### config.mk
export PLATFORM = sky130hd
export DESIGN_NAME = alu_serial_seq
export DESIGN_NICKNAME = d
export VERILOG_FILES = /design/src/rtl/alu_pkg.sv /design/src/rtl/ALUbit.sv /design/src/rtl/alu_serial_seq.sv
export SDC_FILE = /design/constraint.sdc
export NUM_CORES = 1
export LEC_CHECK = 0
export ABC_AREA = 1
export BUFFER_PORTS_ARGS = -buffer_cell sky130_fd_sc_hd__buf_2
export CAP_MARGIN = 10
export CORE_MARGIN = 2
export CORE_UTILIZATION = 50
export CTS_CLUSTER_DIAMETER = 30
export CTS_CLUSTER_SIZE = 14
export DETAILED_ROUTE_END_ITERATION = 16
export PLACE_DENSITY = 0.76
export SLEW_MARGIN = 20
export SYNTH_ARGS = -nofsm -noshare
export SYNTH_HDL_FRONTEND = slang
export SYNTH_SLANG_ARGS = --single-unit
### constraint.sdc
create_clock -name clk -period 1.7 [get_ports clk]
set_input_delay 0.425 -clock clk [delete_from_list [all_inputs] [get_ports clk]]
set_output_delay 0.425 -clock clk [all_outputs]
set_load 0.03 [all_outputs]
### src/rtl/alu_pkg.sv
// Shared opcodes, 1-bit slice operation selects and sequencer state encoding
// for the bit-serial ALU.
package alu_pkg;

  localparam logic [2:0] OP_AND = 3'b000;
  localparam logic [2:0] OP_OR  = 3'b001;
  localparam logic [2:0] OP_ADD = 3'b010;
  localparam logic [2:0] OP_SUB = 3'b110;
  localparam logic [2:0] OP_SLT = 3'b111;

  localparam logic [2:0] SEL_AND  = 3'b000;
  localparam logic [2:0] SEL_OR   = 3'b001;
  localparam logic [2:0] SEL_SUM  = 3'b010;
  localparam logic [2:0] SEL_LESS = 3'b011;

  typedef enum logic [1:0] {
    ST_IDLE = 2'd0,
    ST_RUN  = 2'd1,
    ST_DONE = 2'd2
  } state_t;

  // Undefined opcodes collapse to AND so the slice never sees a half-decoded op.
  function automatic logic [2:0] norm_op(input logic [2:0] op);
    logic [2:0] r;
    case (op)
      OP_AND, OP_OR, OP_ADD, OP_SUB, OP_SLT: r = op;
      default:                               r = OP_AND;
    endcase
    return r;
  endfunction

endpackage

### src/rtl/ALUbit.sv
// One-bit ALU slice: AND/OR on raw operands, full adder with optional
// B inversion, and a pass-through 'less' input for SLT chains.
module ALUbit
  import alu_pkg::*;
(
  input  logic       a,
  input  logic       b,
  input  logic       bitInvert,
  input  logic       cin,
  input  logic       less,
  input  logic [2:0] op,
  output logic       dataOut,
  output logic       set,
  output logic       cout
);

  logic b_eff;
  logic sum;

  always_comb begin
    b_eff = b ^ bitInvert;
    sum   = a ^ b_eff ^ cin;
    cout  = (a & b_eff) | (a & cin) | (b_eff & cin);
    set   = sum;
    case (op)
      SEL_AND:  dataOut = a & b;
      SEL_OR:   dataOut = a | b;
      SEL_SUM:  dataOut = sum;
      SEL_LESS: dataOut = less;
      default:  dataOut = a & b;
    endcase
  end

endmodule

### src/rtl/alu_serial_seq.sv
// Bit-serial ALU sequencer: feeds one ALUbit slice LSB first and rebuilds the
// WIDTH-bit result plus carry, overflow and zero flags.
module alu_serial_seq
  import alu_pkg::*;
#(
  parameter int WIDTH = 32
) (
  input  logic             clk,
  input  logic             rst_n,
  input  logic             in_valid,
  output logic             in_ready,
  input  logic [WIDTH-1:0] a,
  input  logic [WIDTH-1:0] b,
  input  logic [2:0]       op,
  output logic             out_valid,
  input  logic             out_ready,
  output logic [WIDTH-1:0] result,
  output logic             cout,
  output logic             overflow,
  output logic             zero
);

  localparam int              CW   = (WIDTH > 1) ? $clog2(WIDTH) : 1;
  localparam logic [CW-1:0]   LAST = CW'(WIDTH - 1);

  // Handshake: a transfer happens on a rising edge where valid and ready are
  // both high; ready/valid here are pure decodes of the registered state.
  state_t           state_q, state_d;
  logic [WIDTH-1:0] a_sh_q, a_sh_d;
  logic [WIDTH-1:0] b_sh_q, b_sh_d;
  logic [2:0]       op_q, op_d;
  logic             carry_q, carry_d;
  logic [CW-1:0]    cnt_q, cnt_d;
  logic [WIDTH-1:0] result_q, result_d;
  logic             cout_q, cout_d;
  logic             ovf_q, ovf_d;
  logic             zero_q, zero_d;

  logic [2:0] op_in;
  logic       slice_out;
  logic       slice_set;
  logic       slice_cout;
  logic       is_arith;
  logic       is_slt;

  ALUbit u_bit (
    .a         (a_sh_q[0]),
    .b         (b_sh_q[0]),
    .bitInvert (op_q[2]),
    .cin       (carry_q),
    .less      (1'b0),
    .op        ({1'b0, op_q[1:0]}),
    .dataOut   (slice_out),
    .set       (slice_set),
    .cout      (slice_cout)
  );

  always_comb begin
    state_d  = state_q;
    a_sh_d   = a_sh_q;
    b_sh_d   = b_sh_q;
    op_d     = op_q;
    carry_d  = carry_q;
    cnt_d    = cnt_q;
    result_d = result_q;
    cout_d   = cout_q;
    ovf_d    = ovf_q;
    zero_d   = zero_q;
    op_in    = norm_op(op);
    is_arith = (op_q == OP_ADD) || (op_q == OP_SUB);
    is_slt   = (op_q == OP_SLT);

    case (state_q)
      ST_IDLE: begin
        if (in_valid) begin
          state_d  = ST_RUN;
          a_sh_d   = a;
          b_sh_d   = b;
          op_d     = op_in;
          carry_d  = op_in[2];
          cnt_d    = '0;
          result_d = '0;
        end
      end
      ST_RUN: begin
        a_sh_d   = a_sh_q >> 1;
        b_sh_d   = b_sh_q >> 1;
        result_d = {slice_out, result_q[WIDTH-1:1]};
        carry_d  = slice_cout;
        cnt_d    = cnt_q + 1'b1;
        // On the MSB cycle carry_q is still the carry into the MSB.
        if (cnt_q == LAST) begin
          state_d = ST_DONE;
          cnt_d   = '0;
          if (is_slt) result_d = {{(WIDTH-1){1'b0}}, slice_set};
          cout_d  = (is_arith || is_slt) ? slice_cout : 1'b0;
          ovf_d   = is_arith ? (carry_q ^ slice_cout) : 1'b0;
          zero_d  = (result_d == '0);
        end
      end
      ST_DONE: begin
        if (out_ready) state_d = ST_IDLE;
      end
      default: state_d = ST_IDLE;
    endcase
  end

  always_ff @(posedge clk or negedge rst_n) begin
    if (!rst_n) begin
      state_q  <= ST_IDLE;
      a_sh_q   <= '0;
      b_sh_q   <= '0;
      op_q     <= OP_AND;
      carry_q  <= 1'b0;
      cnt_q    <= '0;
      result_q <= '0;
      cout_q   <= 1'b0;
      ovf_q    <= 1'b0;
      zero_q   <= 1'b0;
    end else begin
      state_q  <= state_d;
      a_sh_q   <= a_sh_d;
      b_sh_q   <= b_sh_d;
      op_q     <= op_d;
      carry_q  <= carry_d;
      cnt_q    <= cnt_d;
      result_q <= result_d;
      cout_q   <= cout_d;
      ovf_q    <= ovf_d;
      zero_q   <= zero_d;
    end
  end

  assign in_ready  = (state_q == ST_IDLE);
  assign out_valid = (state_q == ST_DONE);
  assign result    = result_q;
  assign cout      = cout_q;
  assign overflow  = ovf_q;
  assign zero      = zero_q;

endmodule

==> impl_results.md <==
- Filler cell count: 899
- Hold/Removal Path Class: in -> async
- Failing checks: negative setup slack
- CTS root buffer: clkbuf_8
- WL met2: 4920 um
- Final setup fails: 1
- Total CTS buffers: 9
- Post-detail-place hpwl: 7610 um
- FF+latch area: 2750 um^2
- Top FF cell, synth: dfrtp_1
- Area share of fa/ha/maj cells after synthesis: 0.859%
- Number of global-route vias before repair: 3,992
- Maximum vdd drop: 0.784 mV
- Layout Area Growth over Synthesis: 17.1%
- Synth Area in XOR/XNOR: 0.334%
- I/O Buffers: 107
- Total Routed Length: 10,600 um
- Vias/cell: 5.16
- Iteration-0 DRC Markers: 168
- Maximum clock path buffer count: 2
- Slew Limit Fails: 0
- Critical Path Start: op_q[2]
- # clock sinks: 110
- Worst setup EP type: flop
- Global Route Usage Sum: 19.7%
- Worst-Skew Late Latency: 0.37 ns
- Critical Path Start Type: flop
- Wire per inst: 13.2 um
- Post-Syn Nets: 635
- Number of enable flip-flop cells after synthesis: 0
- Simple-gate share of the synthesized area: 9.86%
- Routed length on met1: 4870 um
- Dpl ws: -0.0259 ns
- Routed vias: 4,136
- Commonest non-fill, non-tap cell in the layout: dfrtp_1
- Max Fclk: 0.585 GHz
- Highest metal used: met4
- Mean post-synth cell area: 9.34 um^2
- Post-placement cell area: 5900 um^2
- Ratio of final minimum period to clock period: 101%
- PD cells: 1890 nW/um^2
- Syn Std Cell Area: 5240 um^2
- Gr ovfl total: 0
- Post-synthesis cell count: 561
- Hold Buf Count CTS: 0
- Asr flop ratio synth: 100%
- # rows: 37
- Final Core Density: 60.0%
- Worst setup endpoint: zero
- FF-to-FF Start: op_q[2]
- RR Endpoint: zero
- Pin count of the biggest net entering global routing: 49
- Initial antenna violation count: 0
- Worst Reg-to-Reg Cells: 9
- Diodes inserted: 0
- Routed wl met3: 619 um
- Boundary Pins: 108
- Final antenna-violating net count: 0
- Die area: 11,300 um^2
- Post-CTS Setup Bufs: 0
- Final Power: 0.0116 W
- Multiplexer share of the synthesized area: 0%
- First-pass GRT wire length: 18,000 um
- Post-Route Skew: 0.0111 ns
- Footprint of the multi-input gates: 1850 um^2
- Slew @ Worst Pin: 0.410 ns
- Drt drc: 0
- Crit Path Class: reg -> reg
- Crit Path Max Fanout: 2
- Share of layout cells above drive strength 1: 28.3%
- Core region area: 10,200 um^2
- Synth warnings: 0
- Yosys cell types: 34
- Status: finished, violations left
- Routability cong.: 0.851
- TNS Setup: -0.00955 ns
- CTS clock-pin slew for the worst setup and hold paths: 0.11 ns
- Register bit total from synthesis: 110
- Commonest non-fill, non-tap cells in the layout: dfrtp_1 (110), buf_2 (106), inv_1 (100), nand2_1 (96), o21ai_0 (51)
- CP arrival: 1.97 ns
- CTS tree: built
- RSZ-0062 raised after global routing: true
- Nets: 734
- Reg2reg setup slack: -0.01 ns
- Fin area: 6140 um^2
- Main combinational cell family by area after synthesis: compound AO/OA/AOI/OAI gates
- Fin crit period: 1.71 ns
- Slew margin rel.: 72.7%
- Max Cap Viol: 0
- Die H: 106 um
- Die X: 106 um
- Count of final hold-check violations: 0
- Final setup margin: -0.00955 ns
- Detailed Routing Iterations Pass 1: 4
- Initial Utilization: 51.2%
- Seq/Total Area, Yosys: 52.5%
- LEAKAGE: 3.19 nW
- Synth Area in Compound Gates: 24.0%
- Critical path required time: 1.96 ns
- Clock H-tree levels: 3
-- cells by family after synthesis --
kind of cell             count (synthesis)
adder cells (fa/ha/maj)                  3
AND/OR/NAND/NOR                        128
flip-flops                             110
buffers and inverters                  141
AO/OA/AOI/OAI                          177
XOR/XNOR                                 2
-- stage by stage --
step,cells,hold slack [ns]
finish,801,0.0142
global route,801,0.0403
CTS,801,0.0219
detailed placement,785,0.437
global placement,785,0.435
floorplan,561,0.129
-- per-layer routing --
layer / track usage (%) / vias up
met5: 0 / -
met4: 6.95 / 0
met3: 3.74 / 11
met2: 31.9 / 114
met1: 26.7 / 1950
li1: - / 2061
-- Yosys cell counts, types with 5 or more instances --
cell	count	area, um^2
clkbuf_1	6	22.5
buf_2	15	75.1
o21ai_0	52	260
buf_6	10	113
nand3_1	7	35.0
o211ai_2	15	188
o21ai_1	5	25.0
o211ai_1	46	345
inv_1	102	383
o22ai_1	31	194
nor2_1	17	63.8
o21ai_2	18	158
dfrtp_1	110	2750
nand2_1	96	360
-- power by group --
| group | total (W) | switching [W] | leakage [nW] | internal, W |
|---|---|---|---|---|
| registers | 0.00428 | 0.000494 | 1.37 | 0.00378 |
| clock network | 0.00166 | 0.000911 | 0.107 | 0.000751 |
| logic | 0.00569 | 0.00351 | 1.72 | 0.00218 |
-- critical path, stage by stage (launching register included) --
cell and delay [ns]:
dfrtp_1 0.42, xor2_2 0.19, fa_1 0.52, inv_2 0.04, nor3_2 0.11, nor2_1 0.08, nand3_1 0.08, nand2_1 0.05
nand2_1 0.06, nand2_1 0.05
-- how the worst min path moves through the flow --
stage	from	endpoint	slack, ns	cells after the start
2_1_floorplan	rst_n	a_sh_q[0]	0.13	0
3_5_place_dp	rst_n	result[15]	0.44	2
6_report	rst_n	result[15]	0.01	2
3_3_place_gp	rst_n	result[15]	0.43	2
4_1_cts	rst_n	result[15]	0.02	2
5_1_grt	rst_n	result[15]	0.04	2
-- registers in the layout, summed over array words and instances (netlist names), 2 cells and up --
name	flops
cnt_q	5
op_q	3
a_sh_q	32
result	32
state_q	2
b_sh_q	32
-- cell type report --
class | count | share of cell area, %
Clock inverter | 6 | 1.26
Inverter | 106 | 6.60
Sequential cell | 110 | 44.8
Tap cell | 136 | 2.77
Clock buffer | 10 | 2.24
Multi-Input combinational cell | 310 | 30.2
Timing Repair Buffer | 123 | 12.1
-- timing repair --
item                                    4_1_cts  5_1_grt
gates resized for setup                       2        6
endpoints found under the setup margin        2       30
pin swaps                                     0        1
cloned                                        0        0
(Power assumes the default switching activity.)
